<file path="src/rtl/ref_mem_ctrl_param.sv">
// Reference-memory controller: preloads bank groups line by line, then issues two-pass
// search reads per column with a one-time reuse of STALL_ROW in each pass.
module ref_mem_ctrl_param #(
    parameter int unsigned NBANK     = 32,
    parameter int unsigned GRP       = 4,
    parameter int unsigned LINES     = 96,
    parameter int unsigned AW        = 7,
    parameter int unsigned ROWS      = 20,
    parameter int unsigned BASE0     = 0,
    parameter int unsigned BASE1     = 24,
    parameter int unsigned STALL_ROW = 3,
    parameter int unsigned NCOL      = 7
) (
    input  logic                  clk,
    input  logic                  rst,
    input  logic                  start,
    input  logic                  wr_valid_in,
    input  logic                  rd_hold,
    output logic [NBANK-1:0]      bank_sel,
    output logic                  wr_en,
    output logic [NBANK*AW-1:0]   write_address_all,
    output logic                  rd_en,
    output logic [NBANK*AW-1:0]   rd_address_all,
    output logic [3:0]            rdR_sel,
    output logic                  pass,
    output logic                  busy,
    output logic                  done
);

    localparam int unsigned NGRP = NBANK / GRP;
    localparam int unsigned GW   = (NGRP > 1) ? $clog2(NGRP) : 1;
    localparam int unsigned RW   = (ROWS > 1) ? $clog2(ROWS) : 1;
    localparam int unsigned CW   = (NCOL > 1) ? $clog2(NCOL) : 1;

    typedef enum logic [1:0] {StIdle, StPreload, StSearch} state_t;

    state_t          state_q;
    logic [AW-1:0]   line_q;
    logic [GW-1:0]   group_q;
    logic [RW-1:0]   row_q;
    logic [CW-1:0]   col_q;
    logic            pass_q;
    logic            reuse_q;
    logic            fin_q;

    logic [NBANK-1:0] bank_sel_nxt;
    logic [AW-1:0]    rd_addr_nxt;

    always_comb begin
        bank_sel_nxt = '0;
        for (int unsigned b = 0; b < NBANK; b++) begin
            bank_sel_nxt[b] = ((b / GRP) == 32'(group_q));
        end
        // Address arithmetic wraps modulo 2^AW by construction.
        rd_addr_nxt = (pass_q ? AW'(BASE1) : AW'(BASE0)) + AW'(row_q);
    end

    always_ff @(posedge clk or posedge rst) begin
        if (rst) begin
            state_q           <= StIdle;
            line_q            <= '0;
            group_q           <= '0;
            row_q             <= '0;
            col_q             <= '0;
            pass_q            <= 1'b0;
            reuse_q           <= 1'b0;
            fin_q             <= 1'b0;
            bank_sel          <= '0;
            wr_en             <= 1'b0;
            write_address_all <= '0;
            rd_en             <= 1'b0;
            rd_address_all    <= '0;
            rdR_sel           <= '0;
            pass              <= 1'b0;
            busy              <= 1'b0;
            done              <= 1'b0;
        end else begin
            unique case (state_q)
                StIdle: begin
                    done  <= 1'b0;
                    wr_en <= 1'b0;
                    rd_en <= 1'b0;
                    if (start) begin
                        state_q <= StPreload;
                        busy    <= 1'b1;
                        line_q  <= '0;
                        group_q <= '0;
                        row_q   <= '0;
                        col_q   <= '0;
                        pass_q  <= 1'b0;
                        reuse_q <= 1'b0;
                        fin_q   <= 1'b0;
                        rdR_sel <= '0;
                        pass    <= 1'b0;
                    end
                end
                StPreload: begin
                    if (wr_valid_in) begin
                        wr_en             <= 1'b1;
                        bank_sel          <= bank_sel_nxt;
                        write_address_all <= {NBANK{line_q}};
                        if (line_q == AW'(LINES - 1)) begin
                            line_q <= '0;
                            if (group_q == GW'(NGRP - 1)) begin
                                state_q <= StSearch;
                            end else begin
                                group_q <= group_q + GW'(1);
                            end
                        end else begin
                            line_q <= line_q + AW'(1);
                        end
                    end else begin
                        wr_en <= 1'b0;
                    end
                end
                StSearch: begin
                    wr_en    <= 1'b0;
                    bank_sel <= '0;
                    if (fin_q) begin
                        rd_en   <= 1'b0;
                        done    <= 1'b1;
                        busy    <= 1'b0;
                        fin_q   <= 1'b0;
                        state_q <= StIdle;
                    end else if (rd_hold) begin
                        rd_en <= 1'b0;
                    end else begin
                        rd_en          <= 1'b1;
                        rd_address_all <= {NBANK{rd_addr_nxt}};
                        rdR_sel        <= 4'(col_q);
                        pass           <= pass_q;
                        // Stall row is issued once more before the row counter moves on.
                        if (row_q == RW'(STALL_ROW) && !reuse_q) begin
                            reuse_q <= 1'b1;
                        end else if (row_q == RW'(ROWS - 1)) begin
                            row_q   <= '0;
                            reuse_q <= 1'b0;
                            if (!pass_q) begin
                                pass_q <= 1'b1;
                            end else begin
                                pass_q <= 1'b0;
                                if (col_q == CW'(NCOL - 1)) begin
                                    fin_q <= 1'b1;
                                end else begin
                                    col_q <= col_q + CW'(1);
                                end
                            end
                        end else begin
                            row_q <= row_q + RW'(1);
                        end
                    end
                end
                default: state_q <= StIdle;
            endcase
        end
    end

endmodule

</file>
<file path="config.mk">
export PLATFORM = sky130hd
export DESIGN_NAME = ref_mem_ctrl_param
export DESIGN_NICKNAME = d
export VERILOG_FILES = /design/src/rtl/ref_mem_ctrl_param.sv
export SDC_FILE = /design/constraint.sdc
export NUM_CORES = 1
export LEC_CHECK = 0
export BUFFER_PORTS_ARGS = -buffer_cell sky130_fd_sc_hd__buf_2
export CAP_MARGIN = 25
export CORE_AREA = 2 2 194 196
export CTS_CLUSTER_DIAMETER = 40
export DETAILED_ROUTE_END_ITERATION = 16
export DIE_AREA = 0 0 196 198
export PLACE_DENSITY_LB_ADDON = 0.1
export SLEW_MARGIN = 20
export SYNTH_ARGS = -nofsm -noshare
export SYNTH_HDL_FRONTEND = slang
export SYNTH_SLANG_ARGS = --single-unit
</file>
<file path="constraint.sdc">
create_clock -name clk -period 2.3 [get_ports clk]
set_clock_uncertainty 0.15 [all_clocks]
set_input_delay 0.46 -clock clk [delete_from_list [all_inputs] [get_ports clk]]
set_output_delay 0.46 -clock clk [all_outputs]
set_load 0.01 [all_outputs]
</file>
* After elaboration in Yosys (flattened, before gate mapping)
Index checks and enable logic that the tools add are counted.
** Storage, ports and cells
- Bits in registers :: 512
- Input bits :: 5
- Output and inout bits :: 489
- Logic and storage cells :: 141
** Operators by class
- $add $sub $neg :: 5
- Eq/ne operators :: 27
- Multiplexer cells :: 67
- Bitwise logic cells :: 2
- Reductions and logical operators :: 23
** Operator list (number)
- one-hot mux 32 bit (2 select lines) :: 1
- two-way mux 32 bit :: 1
- two-way mux 3 bit :: 10
- two-way mux 5 bit :: 6
- two-way mux 1 bit :: 24
- inequality test 2 bit (second input constant) :: 12
- two-way mux 7 bit :: 3
- AND reduction 5 bit :: 4
- one-hot mux 1 bit (2 select lines) :: 8
- one-hot mux 7 bit (2 select lines) :: 1
- == test 3 bit (first input constant) :: 4
- two-way mux 4 bit :: 3
- one-hot mux 3 bit (2 select lines) :: 2
- two-way mux 2 bit :: 5
- one-hot mux 5 bit (2 select lines) :: 1
- AND reduction 3 bit :: 3
- one-hot mux 4 bit (2 select lines) :: 1
- AND reduction 2 bit :: 4
- AND reduction 8 bit :: 1
- nonzero test 2 bit :: 4
- adder 7 x 1 -> 7 bit (second input constant) :: 1
- == test 7 bit (second input constant) :: 1
- adder 3 x 1 -> 3 bit (second input constant) :: 2
- adder 5 x 5 -> 6 bit :: 1
- 18 further kinds :: 21

* Logic depth before layout (Yosys ltp)
Gate-level depths: netlist of run 1.
- Depth after elaboration :: 8
- Mapped depth :: 6
- Gate-level depth less buffers :: 6

* Worst setup path before layout of run 1
No wires, ideal clock.
- Path kind :: register to register
- Start :: register row_q[0]
- End :: register row_q[1]
- Library setup time :: 122 ps
- Arrival :: 1615 ps
- Data required time :: 2028 ps
- Setup slack :: 414 ps
- Cell stages (with the launch flop) :: 5
- Path buffers :: 0
- Clock period less this slack :: 1886 ps
- Cells stage by stage :: dfrtp_1 ha_1 or3b_2 or3_1 a32o_1
** On the way
- Longest elaborated chain between the ends :: 6
- Elaborated cells between the ends (all ways) :: 11
** Ends and longest elaborated chain
- from (decl) :: RTL line 40 : logic [RW-1:0] row_q;
- from (signal assigned) :: RTL line 149 : row_q <= row_q + RW'(1);
- adder 5 x 1 -> 5 bit / == test 5 bit (equally long branches) :: RTL line 149, 135
- two-way mux 5 bit :: RTL line 135 : end else if (row_q == RW'(ROWS - 1)) begin
- two-way mux 5 bit :: RTL line 133 : if (row_q == RW'(STALL_ROW) && !reuse_q) begin
- two-way mux 5 bit :: RTL line 125 : end else if (rd_hold) begin
- two-way mux 5 bit :: RTL line 119 : if (fin_q) begin
- one-hot mux 5 bit (2 select lines) :: RTL line 78 : unique case (state_q)
Parallel ways exist; a longest one is shown, timed or not. The select of a mux whose other input is x is not followed.
A chain may end at the register's enable or synchronous reset.

* Final worst setup path of run 1
- Start :: register line_q[0]
- End :: register line_q[5]
** On the way
- Longest elaborated chain between the ends :: 4
- Elaborated cells between the ends (all ways) :: 5
** Ends and longest elaborated chain
- from (decl) :: RTL line 38 : logic [AW-1:0] line_q;
- from (signal assigned) :: RTL line 110 : line_q <= line_q + AW'(1);
- adder 7 x 1 -> 7 bit / == test 7 bit (equally long branches) :: RTL line 110, 102
- two-way mux 7 bit (*) :: RTL line 102 : if (line_q == AW'(LINES - 1)) begin
- two-way mux 7 bit (*) :: RTL line 98 : if (wr_valid_in) begin
- one-hot mux 7 bit (2 select lines) (*) :: RTL line 78
Mark *: on every way between the ends. The rest lies on a longest branch, timed or not. The select of a mux whose other input is x is not followed.

==> flow_summary.yaml, run 1 <==
synth:
  synth_fa_ha_area_share_pct: 2.63
  yosys.area.top_type_share_pct: 57.7
  synth.yosys.warnings: 0
  yosysMostFrequentCell: "buf_4"
  yosysTopAreaCell: "buf_4"
  ys_types: 48
  seq_area_frac_synth_pct: 21.7
  synth_compound_area_share_pct: 5.83
  synth_edf_count: 0
  async_reset_ff_share_pct: 100
  synth.area.top_cells: "buf_4 (58%), dfrtp_1 (22%), nand2_1 (2.9%), ha_1 (2.3%), o21ai_0 (2.2%)"
  ys.flop_type: "dfrtp_1"
  synth.avg_cell_area_um2: 8.36
  synth_xor_area_share_pct: 0
  synth_top_family_by_area: "buffers and inverters"
  synthSimpleGateAreaFrac_pct: 8.43
  synthMuxAreaShare_pct: 1.99
  netlist_instances: 716
  syn-cell-area_mm2: 0.00598
  synth_commonest_cells: "buf_4 (460), dfrtp_1 (52), nand2_1 (46), o21ai_0 (26), nand3_1 (15)"
  ys_ff_latch: 52
final_layout:
  fillCellCount: 4242
  area_growth_pct: -3.43
  multi_input_area_mm2: 0.00126
  nets: 779
  insertedDiodeCount: 0
  postLayoutCoreUtil_pct: 15.6
  drive_gt1_share_pct: 65.5
  regArea_mm2: 0.00130
floorplan:
  row_count: 71
  die_area_mm2: 0.0388
  boundaryPins: 494
  die_y_um: 198
  initial_utilization_pct: 16.2
  core_area_mm2: 0.0370
  die_w_um: 196
routing:
  viasPerCell: 3.07
  num_vias: 3789
  routedWlPerCell_um: 11.1
  drtIter0Drc: 65
  drtAntennaViolNets: 0
  drc: 0
  firstDrtPassIters: 4
  routed_wl_um: 13700
critical_path:
  path_cells: "ha_1 -> and4_1 -> nand2_1 -> or3b_4 -> o31ai_1"
  cp-end-kind: "flip-flop"
  cpPeakStageDelay_ps: 450
  timing.rr.start: "line_q[0]"
  required_ps: 2350
  arrival_ps: 2090
  crit_buf_inv: 0
  crit_family: "simple AND/OR/NAND/NOR gates"
  r2r_end: "line_q[5]"
  reg2regPathDepth: 5
  worstSetupPathType: "flip-flop to flip-flop"
  start_kind: "flip-flop"
  r2r_setup_slack_ps: 260
  cp_slowest_cell: "dfrtp_1"
  path_max_fanout: 7
outcome:
  violations: "negative hold slack"
  status: "complete, but fails checks"
global_routing:
  grt_pass1_vias: 2858
  grt_max_degree: 38
  overflow: 0
  grt_pass1_wl_um: 18400
  antenna_found_initial: 1
  grt.total_usage_pct: 6.08
cts:
  clkTransAtPathRegs_ps: 70
  cts_setup_buffers: 0
  cts_tree: "built"
  cts.sinks: 52
  cts_resized: 0
  hold_buffers: 0
  htreeDepth: 2
  insertion_delay_ps: 300
  numCtsBuffers: 5
  clk_path_buf_depth: 2
  cts_root_buf: "clkbuf_16"
power:
  p_clk_share_pct: 15.6
  vdd_drop_max_mv: 0.329
  swShare_pct: 46.9
  seq_power_share_pct: 27.3
  combinationalPowerShare_pct: 57.1
  net-switching-power_uw: 2280
  p_int_uw: 2570
  p_leak_uw: 0.00362
  power.density_mw_per_mm2: 839
placement:
  portBuffers: 460
  hpwl_um: 10800
  place_congestion: 0.644
timing:
  hold_viol: 15
  slew_viol_final: 0
  maxSlewHeadroom_pct: 50.3
  fin_setup_tns_ps: 0
  grt_setup_unrepaired: "no"
  max_freq_mhz: 491
  worst_slew_pin_slew_ps: 745
  hold_ws_ps: -11.6
  setup_violations: 0
  min_period_ps: 2040
  fin_crit_sh_pct: 88.5
hold_path:
  hold_path.class: "input pin to async pin"
run:
  maxCapViolations: 0
-- worst reg2reg max path, stage by stage (launching register included) --
cell,delay (ps)
dfrtp_1,450
ha_1,270
and4_1,270
nand2_1,160
or3b_4,430
o31ai_1,230
-- cells in the final DEF (no fill, tap or decap), drive strengths merged, types with 2 or more instances in the layout --
cell / Yosys / routed
o311ai: 2 / 2
o31ai: 2 / 2
inv: 11 / 11
buf: 464 / 478
nand2: 48 / 48
clkbuf: 7 / 6
conb: 1 / 33
a21oi: 3 / 3
nand3: 15 / 15
nor2b: 6 / 6
nand4: 3 / 3
ha: 11 / 11
nand2b: 6 / 6
mux2: 7 / 7
o41ai: 2 / 2
a31oi: 6 / 6
nor2: 9 / 9
and3: 3 / 3
dfrtp: 52 / 52
a22o: 2 / 2
o22ai: 4 / 4
or2: 2 / 2
mux2i: 4 / 4
o21ai: 27 / 27
or3b: 3 / 3
-- metrics by stage --
step / setup WS, ps / power (µW) / instances / cell area, µm²
2_1_floorplan: 414 / 4710 / 748 / 6100
3_3_place_gp: 259 / 4270 / 1229 / 5650
3_5_place_dp: 255 / 4190 / 1229 / 5650
4_1_cts: 243 / 4970 / 1236 / 5780
5_1_grt: 110 / 5200 / 1236 / 5780
6_report: 265 / 4850 / 1236 / 5780
-- sequential cells by signal (all words and copies together) (netlist names) --
signal	cells
busy	1
done	1
bank_sel	8
state_q	2
rd_en	1
pass	1
line_q	7
rdR_sel	3
pass_q	1
fin_q	1
wr_en	1
col_q	3
rd_address_all	6
row_q	5
reuse_q	1
group_q	3
write_address_all	7
-- per-layer routing --
metal | wire length [µm] | global-route usage [%]
met5 | 13 | 0
met4 | 139 | 1.68
met3 | 908 | 0.988
met2 | 6680 | 10.8
met1 | 5970 | 7.58
-- cell type report --
type | instances | area share [%]
clock buffers | 6 | 2.23
clock inverters | 1 | 0.0866
inverters | 11 | 0.714
multi-input cells | 214 | 21.8
flip-flops and latches | 52 | 22.5
well taps | 474 | 10.3
repair buffers | 478 | 42.4
-- kinds of logic after synthesis --
family | count (synthesis)
AOI/OAI and AO/OA | 56
adders and majority gates | 12
buffers and inverters | 482
DFF | 52
muxes | 11
other | 1
and+or+nand+nor | 102
-- power by group through the flow --
| stage | Clock [µW] | Sequential, µW | Combinational [µW] |
|---|---|---|---|
| after floorplan | 0 | 1450 | 3260 |
| after global placement | 0 | 1360 | 2910 |
| after detailed placement | 0 | 1360 | 2830 |
| after CTS | 792 | 1340 | 2830 |
| after global routing | 825 | 1390 | 2990 |
| final | 755 | 1320 | 2770 |
-- worst max path at each step --
stage                          from   endpoint  depth (start not counted)
after CTS                 line_q[0]  line_q[5]                          5
after detailed placement  line_q[0]  line_q[5]                          5
final                     line_q[0]  line_q[5]                          5
after floorplan            row_q[0]   row_q[1]                          4
after global routing       row_q[0]   col_q[1]                          6
after global placement     row_q[0]   row_q[0]                          5
(Power assumes the default switching activity.)
==> inputs of run 2 (changes only) <==
- BUFFER_PORTS_ARGS: -buffer_cell sky130_fd_sc_hd__buf_2 -> -buffer_cell sky130_fd_sc_hd__buf_4
==> run 2 against run 1 <==
Against the previous run:
- the flow now finishes without violations
- final cell count increased by 0.73%
- core utilization increased by 3.3 points
- critical endpoint is now row_q[0]
- non-clock buffer count increased by 9
- highest routed layer is now met4
==> flow_summary.yaml, run 2 (same netlist as run 1, synthesis figures left out) <==
outcome:
  status: "finished clean"
placement:
  place_congestion: 0.654
  hpwl_um: 11800
  place_inst: 1238
  dp_slack_ps: 273
  portBuffers: 460
critical_path:
  cpPeakStageDelay_ps: 490
  crit_family: "simple AND/OR/NAND/NOR gates"
  reg2regPathDepth: 5
  path_max_fanout: 6
  worstSetupPathType: "flip-flop to flip-flop"
  start_kind: "flip-flop"
  timing.rr.start: "row_q[0]"
  arrival_ps: 2140
  r2r_setup_slack_ps: 250
  required_ps: 2390
  cp-end-kind: "flip-flop"
  r2r_end: "row_q[0]"
  cp_slowest_cell: "or3b_2"
  path_cells: "ha_1 -> or3b_2 -> or3_1 -> o21ai_1 -> mux2_2"
  crit_buf_inv: 0
power:
  vdd_drop_max_mv: 0.388
  swShare_pct: 41.1
  power_uw: 5850
  seq_power_share_pct: 19.5
  p_int_uw: 3440
  p_clk_share_pct: 12.8
  p_leak_uw: 0.00385
  power.density_mw_per_mm2: 834
  combinationalPowerShare_pct: 67.7
  net-switching-power_uw: 2410
global_routing:
  overflow: 0
  antenna_found_initial: 0
  grt_max_degree: 34
  grt.total_usage_pct: 6.56
  grt_pass1_vias: 3208
  grt_pass1_wl_um: 19900
cts:
  cts_setup_buffers: 0
  htreeDepth: 2
  cts.sinks: 52
  insertion_delay_ps: 290
  clkTransAtPathRegs_ps: 70
  numCtsBuffers: 5
  cts_tree: "built"
  hold_buffers: 0
  clk_path_buf_depth: 2
  cts_root_buf: "clkbuf_16"
  cts_resized: 0
routing:
  drtAntennaViolNets: 0
  num_vias: 3888
  routed_wl_um: 14800
  firstDrtPassIters: 4
  routedWlPerCell_um: 11.9
  viasPerCell: 3.12
  drtIter0Drc: 92
  drc: 0
final_layout:
  final_cell_mix: "buf_4 (485), dfrtp_1 (52), nand2_1 (46)"
  fillCellCount: 4099
  nets: 788
  fin_cells: 1245
  area_growth_pct: 17.1
  largest-register: "bank_sel"
  insertedDiodeCount: 0
  final_common_cell: "buf_4"
  largest_reg_flops: 8
  drive_gt1_share_pct: 65.9
  reg_top3: "bank_sel (8), line_q (7), write_address_all (7)"
run:
  maxCapViolations: 0
floorplan:
  initial_utilization_pct: 16.2
  die_y_um: 198
  row_count: 71
  die_w_um: 196
  core_area_mm2: 0.0370
  boundaryPins: 494
  die_area_mm2: 0.0388
timing:
  hold_ws_ps: 52.0
  max_freq_mhz: 488
  maxSlewHeadroom_pct: 65.2
  worst_slew_pin_slew_ps: 521
  fin_setup_tns_ps: 0
  layout_setup_ws_ps: 252
  hold_viol: 0
  fin_crit_sh_pct: 89.1
  setup_violations: 0
  min_period_ps: 2050
  grt_setup_unrepaired: "no"
  slew_viol_final: 0
hold_path:
  hold_path.class: "input pin to async pin"
-- run 2: cell types whose count changed in the layout (fill, tap and decap cells not counted), sizes merged --
cell | before | now
buf | 478 | 487
-- run 2: worst max path at each step --
stage,end,depth (start not counted),start,slack [ps]
final,row_q[0],5,row_q[0],250
after global routing,row_q[0],5,row_q[0],130
after CTS,row_q[0],5,row_q[0],250
after detailed placement,row_q[0],5,row_q[0],270
after global placement,row_q[0],5,row_q[0],280
after floorplan,row_q[1],4,row_q[0],410
-- run 2: metal layers --
| metal | global-route usage [%] | share of wire (%) | up-vias |
|---|---|---|---|
| met4 | 1.85 | 1.1 | 0 |
| met3 | 0.852 | 6.8 | 7 |
| li1 | - | - | 1896 |
| met5 | 0 | 0 | - |
| met2 | 12.1 | 51 | 227 |
| met1 | 7.94 | 41 | 1758 |
-- run 2: stage by stage --
stage               util [%]  area (µm²)
floorplan                  -        6100
global placement        18.6        6880
detailed placement      18.6        6880
CTS                     19.0        7010
global route            19.0        7010
finish                  19.0        7010
-- run 2: final cells by class --
class	instances	area, µm²	area share [%]
inverter	11	41.3	0.589
clock inverter	1	5.00	0.0714
sequential	52	1300	18.6
multi-input combinational	214	1260	18.0
clock buffer	6	129	1.84
timing repair buffer	487	3680	52.5
tap	474	593	8.46
-- run 2: power groups by stage --
stage / sequential (µW) / clock, µW / combinational [µW]
6_report: 1140 / 749 / 3960
5_1_grt: 1160 / 825 / 4240
4_1_cts: 1140 / 792 / 4050
3_5_place_dp: 1160 / 0 / 4040
3_3_place_gp: 1160 / 0 / 4130
2_1_floorplan: 1450 / 0 / 3260
==> inputs of run 3 (changes only) <==
- CORE_AREA: 2 2 194 196 -> 2 2 193 195
- DIE_AREA: 0 0 196 198 -> 0 0 195 197
- clock period: 2.3 -> 1.8 ns (I/O delays scaled with it)
==> run 3 against run 2 <==
Against the previous run:
- clock power increased by 43%
- sequential share of layout area decreased by 0.93 points
- combinational power increased by 33%
- die area decreased by 1.0%
- design area increased by 5.4%
- count of clock-buffer cells in the layout increased by 1
- maximum frequency increased by 12%
- worst setup slack got worse by 280 ps
- the run now ends with negative setup slack left
- final cell count increased by 2.5%
- total power increased by 32%
- largest power group unchanged
- register-to-register slack got worse by 280 ps
==> flow_summary.yaml, run 3 (same netlist as run 1, synthesis figures left out) <==
routing:
  drtIter0Drc: 87
  routedWlPerCell_um: 12.2
  firstDrtPassIters: 4
  viasPerCell: 3.16
  routed_wl_um: 15600
  drc: 0
  drtAntennaViolNets: 0
  num_vias: 4027
critical_path:
  path_max_fanout: 4
  cpPeakStageDelay_ps: 390
  start_kind: "flip-flop"
  cp-end-kind: "flip-flop"
  timing.rr.start: "row_q[0]"
  arrival_ps: 1930
  cp_slowest_cell: "dfrtp_1"
  path_cells: "ha_4 -> or3b_4 -> or3_4 -> o21ai_4 -> mux2_4"
  worstSetupPathType: "flip-flop to flip-flop"
  r2r_setup_slack_ps: -30
  crit_path_start: "row_q[0]"
  required_ps: 1900
outcome:
  status: "complete, but fails checks"
  violations: "negative setup slack"
timing:
  layout_setup_ws_ps: -28.0
  slew_viol_final: 0
  max_freq_mhz: 547
  fin_setup_tns_ps: -52.3
  hold_viol: 0
  min_period_ps: 1830
  setup_violations: 2
  grt_setup_unrepaired: "yes"
  fin_crit_sh_pct: 102
global_routing:
  grt.total_usage_pct: 7.14
  overflow: 0
  grt_pass1_vias: 3294
  grt_max_degree: 53
  grt_pass1_wl_um: 21000
  antenna_found_initial: 0
final_layout:
  nets: 825
  drive_gt1_share_pct: 68.9
  largest_reg_flops: 8
  largest-register: "bank_sel"
  postLayoutCoreUtil_pct: 20.4
  insertedDiodeCount: 0
  fin_cells: 1276
  final_cell_mix: "buf_4 (520), dfrtp_1 (51), nand2_1 (45)"
  final_area_mm2: 0.00739
  final_common_cell: "buf_4"
  reg_top3: "bank_sel (8), line_q (7), write_address_all (7)"
  area_growth_pct: 23.5
cts:
  clk_path_buf_depth: 2
  cts.sinks: 52
  cts_tree: "built"
  cts_root_buf: "clkbuf_16"
  clkTransAtPathRegs_ps: 70
  insertion_delay_ps: 310
  numCtsBuffers: 5
  htreeDepth: 2
floorplan:
  die_w_um: 195
  core_area_mm2: 0.0363
  die_y_um: 197
  die_area_mm2: 0.0384
  boundaryPins: 494
  initial_utilization_pct: 16.5
  row_count: 70
power:
  p_leak_uw: 0.00405
  power_uw: 7720
  vdd_drop_max_mv: 0.689
  power.density_mw_per_mm2: 1050
placement:
  hpwl_um: 12200
  place_congestion: 0.646
  portBuffers: 460
  place_inst: 1264
  place_area_mm2: 0.00713
run:
  maxCapViolations: 0
hold_path:
  hold_path.class: "input pin to flip-flop"
  holdCritStartpoint: "start"
-- run 3: timing repair --
item | CTS | global route
pin swaps | 1 | 1
endpoints found under the hold margin | 39 | 0
setup buffers | 2 | 2
endpoints found under the setup margin | 6 | 14
gates resized for setup | 7 | 9
hold buffers | 1 | 0
-- run 3: cell type report --
cell class / instances / area (µm²)
fillers: 4017 / 28900
repair buffers: 524 / 3970
multi-input cells: 214 / 1330
flip-flops and latches: 52 / 1300
well taps: 468 / 586
clock buffers: 7 / 153
inverters: 11 / 41.3
-- run 3: worst max-delay path, delay by kind of cell (launching register included) --
family / cells / cell delay [ps]
simple gates: 2 / 770
fa+ha+maj: 1 / 170
flops: 1 / 390
compound gates: 1 / 130
mux: 1 / 150
-- run 3: worst paths after layout --
kind,endpoint,depth (start not counted)
worst max register to register,row_q[0],5
max in group asynchronous,state_q[0],4
min in group asynchronous,rd_address_all[217],4
worst min-delay path,state_q[0],3
worst min register to register,rd_address_all[218],2
worst max-delay path,row_q[0],5
-- run 3: through the flow --
stage	setup WS, ps	hold WS, ps
2_1_floorplan	-18.6	311
3_3_place_gp	-86.3	321
5_1_grt	-84.6	258
3_5_place_dp	-70.3	319
6_report	-28.0	245
4_1_cts	-20.3	239
-- run 3: layer usage --
layer	global-route usage, %	vias to the layer above	routed length, µm
met5	0	-	0
met2	12.6	233	7950
li1	-	1969	-
met4	2.29	0	182
met1	8.42	1816	6180
met3	1.88	9	1260
-- run 3: power breakdown --
group / leakage (µW) / switching [µW] / internal [µW]
combinational: 0.00330 / 2570 / 2680
sequential: 0.000677 / 91.7 / 1310
clock: 0.0000760 / 482 / 587
